--- src/rtl/bram_pkg.sv ---
// Shared types and defaults for the BRAM port arbiter and related helpers.
package bram_pkg;

  localparam int BRAM_ADDR_W    = 32;
  localparam int BRAM_DATA_W    = 32;
  localparam int BRAM_N_REQ_MAX = 8;

  typedef enum logic [1:0] {
    IDLE = 2'b00,
    BUSY = 2'b01,
    HOLD = 2'b10
  } bram_arb_state_t;

  // Width of a requester index; never narrower than one bit.
  function automatic int rr_idx_w(input int n);
    return (n > 1) ? $clog2(n) : 1;
  endfunction

endpackage

--- src/rtl/bram_rr_pick.sv ---
// Combinational round-robin picker: first set bit of p searching upward
// from last+1, wrapping modulo N_REQ.
module bram_rr_pick
  import bram_pkg::*;
#(
  parameter  int N_REQ = 2,
  localparam int IDX_W = rr_idx_w(N_REQ)
) (
  input  logic [N_REQ-1:0] p,
  input  logic [IDX_W-1:0] last,
  output logic [IDX_W-1:0] idx,
  output logic             valid
);

  // Scan farthest-first so the candidate nearest after last overwrites the rest.
  always_comb begin
    idx   = '0;
    valid = 1'b0;
    for (int k = N_REQ; k >= 1; k--) begin
      int   j;
      logic hit;
      j     = (int'(last) + k) % N_REQ;
      hit   = p[IDX_W'(j)];
      idx   = hit ? IDX_W'(j) : idx;
      valid = valid | hit;
    end
  end

endmodule

--- src/rtl/bram_port_arbiter.sv ---
// Round-robin arbiter sharing one BRAM port between N_REQ masters, with a
// per-requester lock that keeps the grant across read-modify-write sequences.
module bram_port_arbiter
  import bram_pkg::*;
#(
  parameter  int N_REQ  = 2,
  parameter  int ADDR_W = BRAM_ADDR_W,
  parameter  int DATA_W = BRAM_DATA_W,
  localparam int IDX_W  = rr_idx_w(N_REQ)
) (
  input  logic                     clk,
  input  logic                     res,
  input  logic [N_REQ-1:0]         req_read,
  input  logic [N_REQ-1:0]         req_write,
  input  logic [N_REQ-1:0]         req_lock,
  input  logic [N_REQ*ADDR_W-1:0]  req_addr,
  input  logic [N_REQ*DATA_W-1:0]  req_wdata,
  output logic [N_REQ-1:0]         req_done,
  output logic [DATA_W-1:0]        req_rdata,
  output logic [ADDR_W-1:0]        bram_addr,
  output logic [DATA_W-1:0]        bram_wdata,
  output logic                     bram_read,
  output logic                     bram_write,
  input  logic                     bram_done,
  input  logic [DATA_W-1:0]        bram_rdata,
  output logic [IDX_W-1:0]         grant_id,
  output logic                     busy,
  output logic                     err
);

  bram_arb_state_t  state_q, state_d;
  logic [IDX_W-1:0] last_q, last_d;
  logic [IDX_W-1:0] grant_q, grant_d;
  logic             err_q, err_d;

  logic [N_REQ-1:0] pend_s;
  logic [IDX_W-1:0] pick_idx_s;
  logic             pick_valid_s;
  logic             sel_rd_s;
  logic             sel_wr_s;
  logic             sel_lock_s;

  logic [ADDR_W-1:0] addr_s  [N_REQ];
  logic [DATA_W-1:0] wdata_s [N_REQ];

  for (genvar g = 0; g < N_REQ; g++) begin : g_unpack
    assign addr_s[g]  = req_addr[g*ADDR_W +: ADDR_W];
    assign wdata_s[g] = req_wdata[g*DATA_W +: DATA_W];
  end

  assign pend_s     = req_read | req_write;
  assign sel_rd_s   = req_read[grant_q];
  assign sel_wr_s   = req_write[grant_q];
  assign sel_lock_s = req_lock[grant_q];

  bram_rr_pick #(
    .N_REQ (N_REQ)
  ) u_pick (
    .p     (pend_s),
    .last  (last_q),
    .idx   (pick_idx_s),
    .valid (pick_valid_s)
  );

  // Next-state selection, BRAM strobe muxing and completion routing.
  always_comb begin
    state_d    = state_q;
    last_d     = last_q;
    grant_d    = grant_q;
    err_d      = err_q;
    bram_read  = 1'b0;
    bram_write = 1'b0;
    bram_addr  = '0;
    bram_wdata = '0;
    req_done   = '0;
    case (state_q)
      IDLE: begin
        if (bram_done) begin
          err_d = 1'b1;
        end else begin
          err_d = err_q;
        end
        if (pick_valid_s) begin
          grant_d = pick_idx_s;
          state_d = BUSY;
        end else begin
          state_d = IDLE;
        end
      end
      BUSY: begin
        bram_addr  = addr_s[grant_q];
        bram_wdata = wdata_s[grant_q];
        // A simultaneous read+write is resolved in favour of the write.
        bram_write = sel_wr_s;
        bram_read  = sel_rd_s & ~sel_wr_s;
        if (sel_rd_s && sel_wr_s) begin
          err_d = 1'b1;
        end else begin
          err_d = err_q;
        end
        if (bram_done) begin
          req_done[grant_q] = 1'b1;
          last_d            = grant_q;
          if (sel_lock_s) begin
            state_d = HOLD;
          end else begin
            state_d = IDLE;
          end
        end else begin
          state_d = BUSY;
        end
      end
      HOLD: begin
        if (bram_done) begin
          err_d = 1'b1;
        end else begin
          err_d = err_q;
        end
        if (sel_rd_s || sel_wr_s) begin
          state_d = BUSY;
        end else if (!sel_lock_s) begin
          state_d = IDLE;
        end else begin
          state_d = HOLD;
        end
      end
      default: begin
        state_d = IDLE;
      end
    endcase
  end

  // State, rotation pointer, grant and sticky error registers.
  always_ff @(posedge clk) begin
    if (res) begin
      state_q <= IDLE;
      last_q  <= IDX_W'(N_REQ - 1);
      grant_q <= '0;
      err_q   <= 1'b0;
    end else begin
      state_q <= state_d;
      last_q  <= last_d;
      grant_q <= grant_d;
      err_q   <= err_d;
    end
  end

  assign req_rdata = bram_rdata;
  assign grant_id  = grant_q;
  assign busy      = (state_q != IDLE);
  assign err       = err_q;

endmodule

--- config.mk ---
export PLATFORM = sky130hd
export DESIGN_NAME = bram_port_arbiter
export DESIGN_NICKNAME = d
export VERILOG_FILES = /design/src/rtl/bram_pkg.sv /design/src/rtl/bram_rr_pick.sv /design/src/rtl/bram_port_arbiter.sv
export SDC_FILE = /design/constraint.sdc
export NUM_CORES = 1
export LEC_CHECK = 0
export CORE_AREA = 2 2 106 108
export DETAILED_ROUTE_END_ITERATION = 6
export DIE_AREA = 0 0 108 110
export SKIP_CTS_REPAIR_TIMING = 1
export SYNTH_ARGS = -nofsm -noshare
export SYNTH_HDL_FRONTEND = slang
export SYNTH_SLANG_ARGS = --single-unit
--- constraint.sdc ---
create_clock -name clk -period 1.13 [get_ports clk]
set_input_delay 0.1695 -clock clk [delete_from_list [all_inputs] [get_ports clk]]
set_output_delay 0.1695 -clock clk [all_outputs]
set_load 0.01 [all_outputs]
==> results.yml <==
flow_run:
  cap_violations: 0
floorplanning:
  floorplan.rows: 38
  initial_core_util: 0.140
  die_height_um: 110
  ios: 272
  core_region_area_sq_mm: 0.0107
  die_area_sq_mm: 0.0119
  die-width_um: 108
sta:
  rsz0062_at_grt: "true"
  final.setup_skew_ns: 0.00130
  final_period_minus_worst_setup_slack_ns: 1.51
  finalCritPeriodShare: 1.34
  timing.fmax_mhz: 662
  timing.final.max_slew_violations: 0
  max_slew.worst_pin.slew_ns: 0.247
  setup-violations-final: 73
  timing.final.hold_violations: 0
  layout_setup_ws_ns: -0.380
  relSlewSlack: 0.835
grt:
  grt_pass1_wl_um: 10600
  global_route.overflow_total: 0
  pin_count_of_the_biggest_net_entering_global_routing: 36
  first_global_vias: 2140
  gr-usage-all-layers: 0.113
  antenna_found_initial: 0
synthesis:
  yosysTopAreaCell: "mux2i_1"
  ys_dominant_reg_cell: "dfxtp_1"
  synth-edff-count: 0
  yosys_register_bits: 5
  async_sr_flop_fraction: 0
  post_synth_num_cell_types: 22
  ys.warnings.count: 0
  yosys-top-cells-area: "mux2i_1 (45%), buf_4 (17%), nor2_1 (17%), dfxtp_1 (6.7%), buf_2 (2.7%)"
  synth_commonest_cells: "mux2i_1 (67), nor2_1 (67), buf_4 (34)"
  syn-num-nets: 378
  post_syn_area_sq_mm: 0.00150
  synth_cells: 209
  post_synth.cell_area_avg_sq_um: 7.16
  yosysSeqAreaShare: 0.0669
  synth_largest_type_area_fraction: 0.448
layout:
  layout-area-overhead-vs-synth_pct: 151
  fin_nets: 574
  final_layout_size_suffix_gt1_frac: 0.265
  diodes: 0
  final_util: 0.351
routing:
  vias: 2207
  drt_pass1_iterations: 4
  detail_route.wirelength_um: 8550
  viasPerCell: 4.06
  drt_iter0_drc: 75
  drc_errors: 0
  route.antenna.remaining_nets: 0
  post_drt_wl_per_cell_um: 15.7
status:
  violations: "setup timing"
  outcome: "complete, but fails checks"
clocking:
  cts.root.buffer_cell: "clkbuf_8"
  tritoncts_clock_tree: "built"
  clock_sinks: 5
  clockBufferDepth: 2
  cts_inserted_buffers: 3
  insertion_delay_ns: 0.22
  htree_levels: 1
  worst_setup_hold_path_clk_slew_ns: 0.04
critical_path:
  arrival_worst_endpoint_ns: 1.34
  timing.critical_path.required_ns: 0.96
  end_kind: "output pin"
  timing.critical_path.slowest_stage_cell: "dfxtp_4"
  critical_path.n_buffers_inverters: 3
  setup.worst_path.class: "reg2out"
  worst_path_dominant_cell_family: "buffers and inverters"
  startpoint_type: "flop"
  crit_chain: "buf_12 > buf_6 > mux2i_4 > nor3b_2 > buf_2"
  slowest_delay_ns: 0.36
  worstPathMaxFanout: 7
min_path:
  hold_class: "in2out"
place:
  pre_cts_ws_ns: -0.555
  placer_congestion_estimate: 0.781
  place_hpwl_um: 6360
  numPortBuffers: 207
pwr:
  irDropWorstVdd_v: 0.000267
  total_power_per_unit_cell_area_mw_per_mm2: 626
  power.leakage_nw: 1.78
cell usage in the layout (no fill, tap or decap):
cell	n
nor2_1	65
dfxtp_2	1
dfxtp_1	2
nand2b_4	1
inv_2	1
buf_12	6
a211oi_2	1
nor2_4	1
clkbuf_16	5
clkbuf_2	44
nor2b_1	1
clkbuf_8	3
a311oi_1	1
nor3b_1	1
mux2i_2	3
or3_1	1
a211o_1	1
nor3b_2	1
nor2b_4	1
nor2_2	1
inv_1	1
dlymetal6s2s_1	17
buf_4	13
dfxtp_4	2
clkdlybuf4s50_1	135
nand2_2	1
nor3_1	1
buf_6	6
a21oi_1	4
or3b_1	1
and3_1	1
mux2i_1	61
buf_8	2
mux2i_4	3
clkbuf_1	1
or2_1	1
buf_2	10
a21oi_2	1
o21ai_0	2
area by class of cell:
| cell class | count | area [sq um] |
|---|---|---|
| fillers | 1149 | 6940 |
| repair buffers | 238 | 2270 |
| multi-input cells | 155 | 1140 |
| well taps | 140 | 175 |
| flip-flops and latches | 5 | 109 |
| clock buffers | 4 | 45.0 |
| inverters | 2 | 7.51 |
routing by layer:
layer  wire length (um)  up-vias  global-route usage
met4                201        0              0.0412
met3                854       28              0.0259
li1                   -     1063                   -
met5                  0        -                   0
met2               4520      139               0.220
met1               2970      977               0.118
state kept, by name, summed over array words and instances, names as in the netlist:
| signal | flops |
|---|---|
| state_q | 2 |
| err | 1 |
| grant_id | 1 |
| last_q | 1 |
cell families after synthesis:
family                 after synthesis  synth area share
buffers and inverters               49             0.230
AO/OA/AOI/OAI                       10            0.0401
multiplexers                        67             0.448
flip-flops                           5            0.0669
AND/OR/NAND/NOR                     78             0.215
worst reg2reg max path, stage by stage (launching register included):
cell and delay [ns]:
dfxtp_4 0.39, buf_12 0.16, buf_6 0.12, nor3b_1 0.24
o21ai_0 0.14, a211oi_2 0.26
final timing paths:
check                              from                    end  slack, ns  depth (start not counted)
setup / recovery  grant_id$_SDFFE_PP0P_              bram_read      -0.38                          5
hold / removal           bram_rdata[14]          req_rdata[14]       0.34                          0
setup reg to reg  grant_id$_SDFFE_PP0P_  state_q[1]$_SDFF_PP0_      -0.27                          5
hold reg to reg     last_q$_SDFFE_PP1P_  grant_id$_SDFFE_PP0P_       0.45                          1
stage by stage:
step | total power [W] | cells | hold slack [ns] | TNS, ns | area, sq um
final | 0.00235 | 544 | 0.339 | -22.01 | 3750
after global routing | 0.00250 | 544 | 0.339 | -26.29 | 3750
after CTS | 0.00227 | 530 | 0.339 | -46.15 | 3640
after detailed placement | 0.00192 | 526 | 0.339 | -30.17 | 3600
after global placement | 0.00192 | 526 | 0.339 | -30.02 | 3600
after floorplan | 0.00101 | 209 | 0.234 | -2.92 | 1530
where the power goes:
part           leakage, nW  internal (W)  switching [W]
Combinational         1.71       0.00110       0.000702
Clock               0.0228      0.000243      0.0000958
Sequential          0.0430      0.000194      0.0000183
Note: power is estimated with default switching activity, not from simulation.
